===== config.mk =====
export PLATFORM = sky130hd
export DESIGN_NAME = div_unit_flat
export DESIGN_NICKNAME = d
export VERILOG_FILES = /design/src/rtl/cpu_ctrl_pkg.sv /design/src/rtl/div_unit_if.sv /design/src/rtl/div_step.sv /design/src/rtl/div_unit.sv /design/src/flat_wrapper.sv
export SDC_FILE = /design/constraint.sdc
export NUM_CORES = 1
export LEC_CHECK = 0
export ABC_AREA = 1
export ABC_CLOCK_PERIOD_IN_PS = 1900
export CORE_AREA = 10 10 170 172
export CTS_CLUSTER_DIAMETER = 100
export DETAILED_ROUTE_END_ITERATION = 7
export DIE_AREA = 0 0 180 182
export PLACE_DENSITY_LB_ADDON = 0.12
export SKIP_LAST_GASP = 1
export SLEW_MARGIN = 40
export SYNTH_ARGS = -nofsm -noshare
export SYNTH_HDL_FRONTEND = slang
export SYNTH_SLANG_ARGS = --single-unit

===== constraint.sdc =====
create_clock -name clk -period 1.9 [get_ports clk]
set_input_delay 0.285 -clock clk [delete_from_list [all_inputs] [get_ports clk]]
set_output_delay 0.285 -clock clk [all_outputs]
set_load 0.01 [all_outputs]

===== src/rtl/cpu_ctrl_pkg.sv =====
// Shared controller/divider constants: div_unit state encoding, widths,
// function codes and the fixed divide latency the controller waits on.
package cpu_ctrl_pkg;

    localparam int DIV_WIDTH   = 32;
    localparam int DIV_LATENCY = 33;

    localparam logic [5:0] DIV_func  = 6'h1a;
    localparam logic [5:0] DIVM_func = 6'h1b;

    typedef enum logic [1:0] {
        DIV_IDLE = 2'b00,
        DIV_RUN  = 2'b01,
        DIV_FIX  = 2'b10
    } div_state_t;

endpackage


===== src/rtl/div_unit_if.sv =====
// Start/operand/result bundle between the controller (master) and div_unit (slave).
interface div_unit_if #(
    parameter int WIDTH = 32
);
    logic             DivCtrl;
    logic [WIDTH-1:0] dividend;
    logic [WIDTH-1:0] divisor;
    logic [WIDTH-1:0] Lo;
    logic [WIDTH-1:0] Hi;
    logic             done;
    logic             busy;
    logic             divZero;

    modport master (
        output DivCtrl, dividend, divisor,
        input  Lo, Hi, done, busy, divZero
    );

    modport slave (
        input  DivCtrl, dividend, divisor,
        output Lo, Hi, done, busy, divZero
    );
endinterface


===== src/rtl/div_step.sv =====
// One restoring shift-subtract iteration on magnitudes: produces one quotient bit.
module div_step #(
    parameter int WIDTH = 32
) (
    input  logic [WIDTH:0]   i_rem,
    input  logic [WIDTH-1:0] i_quo,
    input  logic [WIDTH-1:0] i_dvs,
    output logic [WIDTH:0]   o_rem,
    output logic [WIDTH-1:0] o_quo
);
    logic [WIDTH+1:0] w_shift;
    logic [WIDTH+1:0] w_trial;

    // One extra guard bit so a negative trial shows up in the MSB.
    assign w_shift = {i_rem, i_quo[WIDTH-1]};
    assign w_trial = w_shift - {2'b00, i_dvs};

    always_comb begin
        o_rem = w_shift[WIDTH:0];
        o_quo = {i_quo[WIDTH-2:0], 1'b0};
        if (!w_trial[WIDTH+1]) begin
            o_rem = w_trial[WIDTH:0];
            o_quo = {i_quo[WIDTH-2:0], 1'b1};
        end
    end
endmodule


===== src/rtl/div_unit.sv =====
// Multi-cycle signed divider: magnitudes are divided over WIDTH cycles, signs
// are reapplied in FIX. Lo = quotient (toward zero), Hi = remainder (dividend sign).
module div_unit
    import cpu_ctrl_pkg::*;
#(
    parameter int WIDTH = DIV_WIDTH,
    parameter int CNT_W = 6
) (
    input  logic       clk,
    input  logic       reset,
    div_unit_if.slave  bus
);
    div_state_t       r_state;
    logic [WIDTH:0]   r_rem;
    logic [WIDTH-1:0] r_quo;
    logic [WIDTH-1:0] r_dvs;
    logic             r_sq;
    logic             r_sr;
    logic [CNT_W-1:0] r_cnt;
    logic [WIDTH-1:0] r_lo;
    logic [WIDTH-1:0] r_hi;
    logic             r_done;
    logic             r_busy;
    logic             r_divzero;

    logic [WIDTH-1:0] w_abs_a;
    logic [WIDTH-1:0] w_abs_b;
    logic [WIDTH:0]   w_rem;
    logic [WIDTH-1:0] w_quo;

    // Two's-complement magnitude; the most negative value maps to itself as unsigned.
    assign w_abs_a = bus.dividend[WIDTH-1] ? (~bus.dividend + 1'b1) : bus.dividend;
    assign w_abs_b = bus.divisor[WIDTH-1]  ? (~bus.divisor  + 1'b1) : bus.divisor;

    div_step #(.WIDTH(WIDTH)) u_step (
        .i_rem (r_rem),
        .i_quo (r_quo),
        .i_dvs (r_dvs),
        .o_rem (w_rem),
        .o_quo (w_quo)
    );

    always_ff @(posedge clk) begin
        if (reset) begin
            r_state   <= DIV_IDLE;
            r_rem     <= '0;
            r_quo     <= '0;
            r_dvs     <= '0;
            r_sq      <= 1'b0;
            r_sr      <= 1'b0;
            r_cnt     <= '0;
            r_lo      <= '0;
            r_hi      <= '0;
            r_done    <= 1'b0;
            r_busy    <= 1'b0;
            r_divzero <= 1'b0;
        end else begin
            r_done    <= 1'b0;
            r_divzero <= 1'b0;
            case (r_state)
                DIV_IDLE: begin
                    if (bus.DivCtrl) begin
                        if (bus.divisor == '0) begin
                            r_divzero <= 1'b1;
                        end else begin
                            r_quo   <= w_abs_a;
                            r_dvs   <= w_abs_b;
                            r_rem   <= '0;
                            r_sq    <= bus.dividend[WIDTH-1] ^ bus.divisor[WIDTH-1];
                            r_sr    <= bus.dividend[WIDTH-1];
                            r_cnt   <= '0;
                            r_busy  <= 1'b1;
                            r_state <= DIV_RUN;
                        end
                    end
                end
                DIV_RUN: begin
                    r_rem <= w_rem;
                    r_quo <= w_quo;
                    r_cnt <= r_cnt + 1'b1;
                    if (r_cnt == CNT_W'(WIDTH-1))
                        r_state <= DIV_FIX;
                end
                DIV_FIX: begin
                    r_lo    <= r_sq ? (~r_quo + 1'b1) : r_quo;
                    r_hi    <= r_sr ? (~r_rem[WIDTH-1:0] + 1'b1) : r_rem[WIDTH-1:0];
                    r_done  <= 1'b1;
                    r_busy  <= 1'b0;
                    r_state <= DIV_IDLE;
                end
                default: r_state <= DIV_IDLE;
            endcase
        end
    end

    assign bus.Lo      = r_lo;
    assign bus.Hi      = r_hi;
    assign bus.done    = r_done;
    assign bus.busy    = r_busy;
    assign bus.divZero = r_divzero;
endmodule


===== src/flat_wrapper.sv =====
// flat-port wrapper written by rule: the top's interface ports become plain ports
module div_unit_flat import cpu_ctrl_pkg::*;
#(
    parameter int WIDTH = DIV_WIDTH,
    parameter int CNT_W = 6
)
  (clk, reset, bus_DivCtrl, bus_dividend, bus_divisor, bus_Lo, bus_Hi, bus_done, bus_busy, bus_divZero);
  div_unit_if #(.WIDTH(WIDTH)) bus_i ();
  input  logic clk;
  input  logic reset;
  input wire logic [$bits(bus_i.DivCtrl)-1:0] bus_DivCtrl;
  input wire logic [$bits(bus_i.dividend)-1:0] bus_dividend;
  input wire logic [$bits(bus_i.divisor)-1:0] bus_divisor;
  output wire logic [$bits(bus_i.Lo)-1:0] bus_Lo;
  output wire logic [$bits(bus_i.Hi)-1:0] bus_Hi;
  output wire logic [$bits(bus_i.done)-1:0] bus_done;
  output wire logic [$bits(bus_i.busy)-1:0] bus_busy;
  output wire logic [$bits(bus_i.divZero)-1:0] bus_divZero;
  assign bus_i.DivCtrl = bus_DivCtrl;
  assign bus_i.dividend = bus_dividend;
  assign bus_i.divisor = bus_divisor;
  assign bus_Lo = bus_i.Lo;
  assign bus_Hi = bus_i.Hi;
  assign bus_done = bus_i.done;
  assign bus_busy = bus_i.busy;
  assign bus_divZero = bus_i.divZero;
  div_unit #(.WIDTH(WIDTH), .CNT_W(CNT_W)) u_core (.clk(clk), .reset(reset), .bus(bus_i));
endmodule

=== Word-level counts from Yosys, hierarchy flattened ===
Cells that the tools add are included.

* Add/subtract/negate cells: 6
* Multiply operators: 0
* Divide/modulo/power cells: 0
* Order comparisons: 0
* Equality and inequality tests: 6
* Shift-type cells: 0
* Multiplexer cells: 24
* Bitwise logic cells: 8
* Reductions and logical operators: 9

{| class="wikitable"
|+ Operator list
! operator !! number
|-
| $mux W32 || 6
|-
| $add A32 B1 Y32 const B || 4
|-
| $not A32 Y32 || 4
|-
| $mux W33 || 3
|-
| $pmux W33 S2 || 1
|-
| $pmux W32 S2 || 1
|-
| $sub A34 B32 Y34 || 1
|-
| $logic_not A32 Y1 || 1
|-
| $mux W6 || 2
|-
| $pmux W6 S2 || 1
|-
| $reduce_and A3 Y1 || 4
|-
| $add A6 B1 Y6 const B || 1
|-
| $eq A6 B5 Y1 const B || 1
|-
| $mux W2 || 3
|-
| $mux W1 || 5
|-
| $ne A2 B2 Y1 const B || 2
|-
| $pmux W2 S2 || 1
|-
| $reduce_bool A2 Y1 || 2
|-
| $not A1 Y1 || 3
|-
| $reduce_or A3 Y1 || 1
|-
| $eq A2 B1 Y1 const B || 1
|-
| $eq A2 B2 Y1 const B || 1
|-
| $logic_not A2 Y1 || 1
|-
| $ne A2 B1 Y1 const B || 1
|-
| 2 further kinds || 2
|}

* Register bits after elaboration: 174
* Bits in latches: 0
* RAM bits: 0
* Memory bits (read-only): 0
* Bits of input ports: 67
* Output and inout bits: 67
* Logic and storage cells: 65
* Memories: 0

=== Depth between registers and ports, before layout ===
Gate-level depths: netlist of run 1.

* Depth in word-level cells: 6
* Depth in mapped cells: 18
* Depth with buffers taken out: 17

=== Hierarchy ===
From an unflattened synthesis of run 1, not the netlist that was laid out.

* Cell total of the unflattened synthesis: 2544
* Area total of the unflattened synthesis: 14279.9 um^2

{| class="wikitable"
|+ Modules (own cells, without submodules)
! module !! times used !! cells an instance !! area each (um^2) !! sequential area each (um^2)
|-
| div_unit || 1 || 1792 || 10602.7 || 3483.3
|-
| div_step || 1 || 752 || 3677.3 || 0.0
|}

=== Least setup slack after synthesis of run 1 ===
No wires, ideal clock.

* Path kind: reg2reg
* Start: register u_core.r_quo[31]
* End: register u_core.r_rem[32]
* Library setup time: 132 ps
* Arrival time: 1833 ps
* Required time: 1768 ps
* Slack: -65 ps
* Stages on the path, launching flop included: 17
* Path buffers: 0
* Period minus slack after synthesis: 1965 ps
* Cells stage by stage: dfxtp_1 inv_1 ha_1 inv_1 fa_1 nand3_1 nand3_1 nand2_1 nand2_1 nand2_1 nand2_1 nand2_1 nand3_1 nand2_1 nand3_2 nand3_1 a21oi_1

* Longest elaborated chain between the ends: 3

{| class="wikitable"
|+ RTL lines
! what !! RTL line !! source
|-
| start, declared || div_unit.sv:15 || <nowiki>logic [WIDTH-1:0] r_quo;</nowiki>
|-
| start signal, assigned || div_unit.sv:66 || <nowiki>r_quo <= w_abs_a;</nowiki>
|-
| start signal, assigned || div_unit.sv:79 || <nowiki>r_quo <= w_quo;</nowiki>
|-
| $sub A34 B32 Y34 || div_step.sv:16 || <nowiki>assign w_trial = w_shift - {2'b00, i_dvs};</nowiki>
|-
| $mux W33 || div_step.sv:21 || <nowiki>if (!w_trial[WIDTH+1]) begin</nowiki>
|-
| $pmux W33 S2 || div_unit.sv:60 || <nowiki>case (r_state)</nowiki>
|-
| end signal, assigned || div_unit.sv:78 || <nowiki>r_rem <= w_rem;</nowiki>
|-
| end, declared || div_unit.sv:14 || <nowiki>logic [WIDTH:0] r_rem;</nowiki>
|}

No other way between the ends.
A chain may end at the register's enable or synchronous reset.

=== Worst setup path after layout of run 1 ===
* Start: register u_core.r_dvs[24]
* End: register u_core.r_rem[1]

* Longest elaborated chain between the ends: 3

{| class="wikitable"
|+ RTL lines
! what !! RTL line !! source
|-
| start, declared || div_unit.sv:16 || <nowiki>logic [WIDTH-1:0] r_dvs;</nowiki>
|-
| start signal, assigned || div_unit.sv:67 || <nowiki>r_dvs <= w_abs_b;</nowiki>
|-
| $sub A34 B32 Y34 || div_step.sv:16 ||
|-
| $mux W33 || div_step.sv:21 ||
|-
| $pmux W33 S2 || div_unit.sv:60 ||
|}

No other way between the ends.

==> results_dict.tcl, run 1 <==
set metrics [dict create \
    status "finished, violations left" \
    violations "setup timing" \
    yosysWarnings 0 \
    finalCritPeriodShare 1.23 \
    fillerInstances 1966 \
    drcViolationCount 0 \
    max_freq_mhz 427 \
    grt_pass1_wl_um 71800 \
    start_util 0.489 \
    hold_class "in -> reg" \
    cts.sink_count 174 \
    grt_overflow 0 \
    grt_max_degree 85 \
    ir_worst_vdd_mv 1.45 \
    crit_required_ns 2.25 \
    clk_latency_ns 0.44 \
    dp.cells 2742 \
    rows 59 \
    die_width_um 180 \
    die_y_um 182 \
    via_per_inst 5.30 \
    whs_ns 0.321 \
    arrival_ns 2.69 \
    leakage_nw 9.14 \
    vias 14950 \
    synth-seq-area-share 0.278 \
    nets 2579 \
    min_period_ns 2.34 \
    netlist_instances 1983 \
    endpoint_kind "flip-flop" \
    placed_cell_area_um2 17000 \
    first_global_vias 13916 \
    rr_endpoint "u_core.r_rem[1]$_SDFFE_PP0P_" \
    stdcell_count 2822 \
    timing.critical_path.cells "inv_4 > ha_4 > nand2_4 > inv_2 > nand2_2 > nand2_2 > a21oi_4 > nor2_4 > nor2_4 > buf_12 > nand3_4 > buf_12 > nand3_4 > nand3_2 > a21oi_2" \
    cts_tree "done" \
    drive_gt1_frac 0.317 \
    ios 134 \
    grtUsageMet3 0.0324 \
    globalRouteMet2Util 0.425 \
    rsz0062_at_grt "true" \
    antenna_left 0 \
    cap_viol_max_count 0 \
    grt_use_met1 0.357 \
    grt_usage 0.264 \
    finalHoldViolations 0 \
    antenna_found_initial 0 \
    slew_headroom 0.497 \
    coreArea_um2 25600 \
    cp_slowest_stage_delay_ns 0.34 \
    clkTransAtPathRegs_ns 0.08 \
    gp_congestion 0.959 \
    rr_worst_depth 15 \
    wirelength_um 46800 \
    cp-start-kind "flip-flop" \
    drt_iter0_drc 1427 \
    htreeDepth 4 \
    syn_to_final_growth_pct 55.4 \
    cp_top_family "simple AND/OR/NAND/NOR gates" \
    rrSetupSlack_ns -0.44 \
    cp-startpoint "u_core.r_dvs[24]$_SDFFE_PP0P_" \
    finish.utilization 0.759 \
    yosys_register_bits 174 \
    n_antenna_cell 0 \
    crit_fanout 7 \
    clock_skew_ns 0.0149 \
    final_common_cell "nand2_1" \
    wl_per_cell_um 16.6 \
    power_density_nw_per_um2 1210 \
    crit_buf_inv 4 \
    cp.depth 15 \
    cts_buffers 17 \
    pre_cts_ws_ns -0.491 \
    tightest_slew_ns 0.755 \
    setup_violations 40 \
    portBuffers 133 \
    critPathKind "reg -> reg" \
    drv_slew 0 \
    final_cell_mix "nand2_1 (411), buf_4 (383), inv_1 (252), nor2_1 (148), dfxtp_1 (140)" \
    final_area_um2 19500 \
    ys_types 52 \
    gr-max-usage-layer "met2" \
    setup_slack_ns -0.439 \
    dp_hpwl_um 34200 \
    synth_area_um2 12500 \
    root_buffer "clkbuf_16" \
    first_pass_iters 6 \
    r2r-start "u_core.r_dvs[24]$_SDFFE_PP0P_" \
    syn-num-nets 2088 \
    cpMaxStageDelayCell "dfxtp_2" \
    syn_avg_cell_area_um2 6.31 \
    clk_path_buf_depth 2 \
    die-area_um2 32800 \
    worstSetupEndpoint "u_core.r_rem[1]$_SDFFE_PP0P_" \
]
-- cell usage after synthesis, drive strengths merged --
cell / instances / area share
nand2: 477 / 0.15
inv: 302 / 0.091
nor2: 186 / 0.059
nand3: 180 / 0.080
dfxtp: 174 / 0.28
a21oi: 145 / 0.058
o21ai: 113 / 0.046
xor2: 75 / 0.052
clkbuf: 44 / 0.013
ha: 37 / 0.037
buf: 36 / 0.020
nor3: 36 / 0.015
o22ai: 28 / 0.014
xnor2: 25 / 0.017
nand4: 22 / 0.011
a31oi: 17 / 0.0085
nand3b: 14 / 0.0084
o211ai: 14 / 0.0096
a22oi: 13 / 0.0078
and2: 8 / 0.0040
o31ai: 7 / 0.0042
nor4: 6 / 0.0030
and3: 5 / 0.0025
or2: 5 / 0.0025
o221ai: 4 / 0.0028
a2bb2oi: 2 / 0.0014
a21boi: 1 / 0.00060
a21o: 1 / 0.00060
a41oi: 1 / 0.00070
clkinv: 1 / 0.00030
fa: 1 / 0.0016
nor3b: 1 / 0.00060
o21a: 1 / 0.00060
o21bai: 1 / 0.00060
-- area by class of cell --
class / count / area, µm² / share of cell area
sequential: 174 / 3530 / 0.182
multi-input combinational: 1426 / 8840 / 0.454
tap: 335 / 419 / 0.0215
timing repair buffer: 552 / 4870 / 0.250
clock inverter: 15 / 204 / 0.0105
inverter: 303 / 1160 / 0.0599
clock buffer: 17 / 425 / 0.0219
-- worst register-to-register path, cell delays in order (launching register included) --
cell,delay [ns]
dfxtp_2,0.34
inv_4,0.10
ha_4,0.23
nand2_4,0.09
inv_2,0.05
nand2_2,0.05
nand2_2,0.08
a21oi_4,0.17
nor2_4,0.06
nor2_4,0.17
buf_12,0.14
nand3_4,0.22
buf_12,0.24
nand3_4,0.08
nand3_2,0.10
a21oi_2,0.16
-- metal layers --
layer | share of wire | vias up
met3 | 0.072 | 87
li1 | - | 7404
met2 | 0.46 | 576
met5 | 0 | -
met1 | 0.44 | 6883
met4 | 0.028 | 0
-- per-stage QoR --
step           power (mW)  setup TNS, ns
2_1_floorplan        11.7        -0.0438
3_3_place_gp         16.5         -39.34
3_5_place_dp         16.7         -44.26
4_1_cts              22.1          -9.36
5_1_grt              25.0         -17.07
6_report             23.6         -13.17
-- kinds of logic (layout without fill, tap and decap cells) --
kind of cell / count (synthesis) / count (layout) / synth area share
simple gates: 940 / 940 / 0.333
xor+xnor: 100 / 100 / 0.0700
buf+inv: 383 / 887 / 0.124
fa+ha+maj: 38 / 38 / 0.0386
flops: 174 / 174 / 0.278
compound gates: 348 / 348 / 0.155
-- state kept, by name, indices dropped and copies added (netlist names) --
signal	count
u_core.bus.Hi	32
u_core.bus.Lo	32
u_core.bus.busy	1
u_core.bus.divZero	1
u_core.bus.done	1
u_core.r_cnt	6
u_core.r_dvs	32
u_core.r_quo	32
u_core.r_rem	33
u_core.r_sq	1
u_core.r_sr	1
u_core.r_state	2
-- power breakdown --
part	internal (mW)	leakage [nW]	switching [mW]	total [mW]
Clock	1.83	0.302	1.88	3.71
Combinational	6.87	7.40	8.65	15.5
Sequential	4.01	1.43	0.371	4.38
Total	12.7	9.14	10.9	23.6
-- how the worst min path moves through the flow --
stage / from / to / depth (start not counted)
floorplan: u_core.r_dvs[31]$_SDFFE_PP0P_ / u_core.r_dvs[31]$_SDFFE_PP0P_ / 2
global placement: u_core.r_dvs[31]$_SDFFE_PP0P_ / u_core.r_dvs[31]$_SDFFE_PP0P_ / 2
detailed placement: u_core.r_dvs[31]$_SDFFE_PP0P_ / u_core.r_dvs[31]$_SDFFE_PP0P_ / 2
CTS: reset / u_core.r_dvs[23]$_SDFFE_PP0P_ / 4
global route: bus_divisor[0] / u_core.r_dvs[0]$_SDFFE_PP0P_ / 4
finish: bus_divisor[6] / u_core.r_dvs[6]$_SDFFE_PP0P_ / 4
-- timing repair --
action	in CTS	in global routing
setup endpoints to repair	62	130
hold buffers	0	0
gates resized for setup	179	189
setup buffers	22	21
gates cloned	6	1
pin swaps	80	88
Power figures use the tool's default switching activity.
==> run 2: changes to the inputs <==
--- a/config.mk
+++ b/config.mk
@@ -7,13 +7,14 @@
 export LEC_CHECK = 0
 export ABC_AREA = 1
 export ABC_CLOCK_PERIOD_IN_PS = 1900
-export CORE_AREA = 10 10 170 172
+export CORE_AREA = 10 10 174 176
 export CTS_CLUSTER_DIAMETER = 100
 export DETAILED_ROUTE_END_ITERATION = 7
-export DIE_AREA = 0 0 180 182
-export PLACE_DENSITY_LB_ADDON = 0.12
+export DIE_AREA = 0 0 184 186
+export PLACE_DENSITY = 0.88
 export SKIP_LAST_GASP = 1
 export SLEW_MARGIN = 40
 export SYNTH_ARGS = -nofsm -noshare
 export SYNTH_HDL_FRONTEND = slang
+export SYNTH_HIERARCHICAL = 1
 export SYNTH_SLANG_ARGS = --single-unit
==> results_dict.tcl, run 2 <==
set metrics [dict create \
    final_area_um2 20000 \
    htreeDepth 4 \
    cts_tree "done" \
    stdcell_count 3267 \
    pre_cts_ws_ns -0.515 \
    grt_overflow 0 \
    crit_path_frequent_cell "nand2_1" \
    synth-seq-area-share 0.244 \
    via_per_inst 5.57 \
    cts_buffers 17 \
    final_cell_mix "nand2_1 (754), nor2_1 (349), buf_4 (303), inv_1 (290), nand3_1 (208)" \
    syn-num-nets 2649 \
    dp_hpwl_um 40200 \
    clk_path_buf_depth 2 \
    antenna_left 0 \
    crit_required_ns 2.24 \
    first_pass_iters 7 \
    synth.most_common_cell "nand2_1" \
    synth-edff-count 0 \
    grt_pass1_wl_um 84300 \
    setup_violations 37 \
    netlist_instances 2544 \
    timing.critical_path.cells "ha_4 > nand2_4 > inv_1 > nand2_1 > nand2_2 > nand2_2 > a21oi_2 > nor2_4 > buf_12 > nand3_4 > buf_6 > nand3_1 > nand2_1 > nand2_1 > a21oi_2" \
    cpMaxStageDelayCell "dfxtp_4" \
    portBuffers 133 \
    cts.sink_count 174 \
    slew_headroom 0.536 \
    synthFlopType "dfxtp_1" \
    netlist.area_leader.share 0.244 \
    die_y_um 186 \
    ir_worst_vdd_mv 0.772 \
    wl_per_cell_um 16.9 \
    cp_top_family "simple AND/OR/NAND/NOR gates" \
    die-area_um2 34200 \
    clk_latency_ns 0.44 \
    synth-async-reset-ratio 0 \
    fin_tns_setup_ns -9.32 \
    critPathKind "reg -> reg" \
    arrival_ns 2.67 \
    largest_reg_flops 33 \
    wirelength_um 55200 \
    grt_max_degree 115 \
    violations "setup timing" \
    nets 3018 \
    clkTransAtPathRegs_ns 0.08 \
    ys_types 42 \
    finalCritPeriodShare 1.22 \
    power_density_nw_per_um2 864 \
    cap_viol_max_count 0 \
    synth_area_um2 14300 \
    largest_register "u_core/r_rem" \
    finalPower_mw 17.3 \
    setup_slack_ns -0.426 \
    syn_avg_cell_area_um2 5.61 \
    synth_top_cells_by_count "nand2_1 (832), nor2_1 (380), inv_1 (333), nand3_1 (222), dfxtp_1 (174)" \
    crit_buf_inv 3 \
    gp_congestion 0.990 \
    n_antenna_cell 0 \
    crit_fanout 7 \
    synth_top_cell_by_area "dfxtp_1" \
    yosysWarnings 6 \
    die_width_um 184 \
    rows 60 \
    root_buffer "clkbuf_16" \
    clock_skew_ns 0.0189 \
    start_util 0.534 \
    coreArea_um2 26700 \
    final_common_cell "nand2_1" \
    drcViolationCount 0 \
    tightest_slew_ns 0.695 \
    finalHoldViolations 0 \
    yosys_register_bits 174 \
    drt_iter0_drc 2562 \
    leakage_nw 9.74 \
    status "finished, violations left" \
    dp.cells 3198 \
    rsz0062_at_grt "true" \
    cp-start-kind "flip-flop" \
    hold_class "in -> reg" \
    cts_hold_buf 0 \
    drv_slew 0 \
    endpoint_kind "flip-flop" \
    ios 134 \
    first_global_vias 16903 \
    drive_gt1_frac 0.248 \
    min_period_ns 2.33 \
    max_freq_mhz 430 \
    fillerInstances 2071 \
    syn_to_final_growth_pct 40.3 \
    vias 18200 \
    placed_cell_area_um2 18300 \
    synthTopCellsByArea "dfxtp_1 (24%), nand2_1 (22%), nor2_1 (10%), inv_1 (8.8%), nand3_1 (7.8%)" \
    grt_usage 0.305 \
    antenna_found_initial 0 \
    cp_slowest_stage_delay_ns 0.38 \
]
-- run 2: cell types whose count changed in the layout (fill, tap and decap cells not counted), moves of 26 or more --
cell / delta
xor2_1: -41
nor2_1: +201
inv_1: +38
dfxtp_1: -26
buf_4: -80
nand3_2: -30
nand2_2: +32
o22ai_1: -28
nand3_1: +84
nand2_1: +343
-- run 2: kinds of logic after synthesis --
family,Yosys count,share of synthesized area
compound gates,280,0.106
xor+xnor,43,0.0264
fa+ha+maj,38,0.0338
buf+inv,453,0.136
flops,174,0.244
simple gates,1556,0.454
-- run 2: cell type report --
type / count / area, µm² / share of cell area
multi-input cells: 1925 / 10100 / 0.507
repair buffers: 457 / 4000 / 0.200
flip-flops and latches: 174 / 3590 / 0.179
inverters: 338 / 1280 / 0.0638
well taps: 341 / 427 / 0.0213
clock buffers: 17 / 425 / 0.0212
clock inverters: 15 / 170 / 0.00849
-- run 2: worst paths after layout --
check	startpoint	end	slack, ns	cells after the start
min reg2reg	u_core/bus.busy$_SDFFE_PP0P_	u_core/bus.busy$_SDFFE_PP0P_	0.47	2
max reg2reg	u_core/r_rem[19]$_SDFFE_PP0P_	u_core/r_rem[18]$_SDFFE_PP0P_	-0.43	15
min	reset	u_core/r_cnt[0]$_SDFFE_PP0P_	0.37	3
max	u_core/r_rem[19]$_SDFFE_PP0P_	u_core/r_rem[18]$_SDFFE_PP0P_	-0.43	15
-- run 2: per-layer routing --
metal / track usage / share of wire / up-vias
met3: 0.0521 / 0.096 / 187
met1: 0.373 / 0.39 / 8320
met5: 0 / 0.0013 / -
met4: 0.101 / 0.036 / 2
li1: - / - / 8674
met2: 0.529 / 0.47 / 1017
-- run 2: what timing repair did --
item / 4_1_cts / 5_1_grt
resized for setup: 113 / 156
pin swaps: 38 / 79
buffers inserted: 11 / 15
gates cloned: 6 / 5
setup endpoints to repair: 37 / 94
endpoints found under the hold margin: 0 / 0
-- run 2: metrics by stage --
| stage | util | hold WS, ns |
|---|---|---|
| 3_3_place_gp | 0.684 | 0.454 |
| 5_1_grt | 0.750 | 0.389 |
| 3_5_place_dp | 0.684 | 0.467 |
| 2_1_floorplan | - | 0.429 |
| 6_report | 0.750 | 0.368 |
| 4_1_cts | 0.723 | 0.369 |
-- run 2: report_power, final --
| part | total [mW] | internal, mW | switching [mW] |
|---|---|---|---|
| Clock | 3.60 | 1.78 | 1.82 |
| Sequential | 4.31 | 3.95 | 0.354 |
| Combinational | 9.40 | 3.80 | 5.60 |
| Total | 17.3 | 9.53 | 7.77 |
-- run 2: worst register-to-register path, cell delays in order (launching register included) --
cell and delay (ns):
dfxtp_4 0.38, ha_4 0.30, nand2_4 0.06, inv_1 0.05, nand2_1 0.06, nand2_2 0.10
nand2_2 0.07, a21oi_2 0.17, nor2_4 0.07, buf_12 0.14, nand3_4 0.16, buf_6 0.17
nand3_1 0.10, nand2_1 0.08, nand2_1 0.08, a21oi_2 0.25
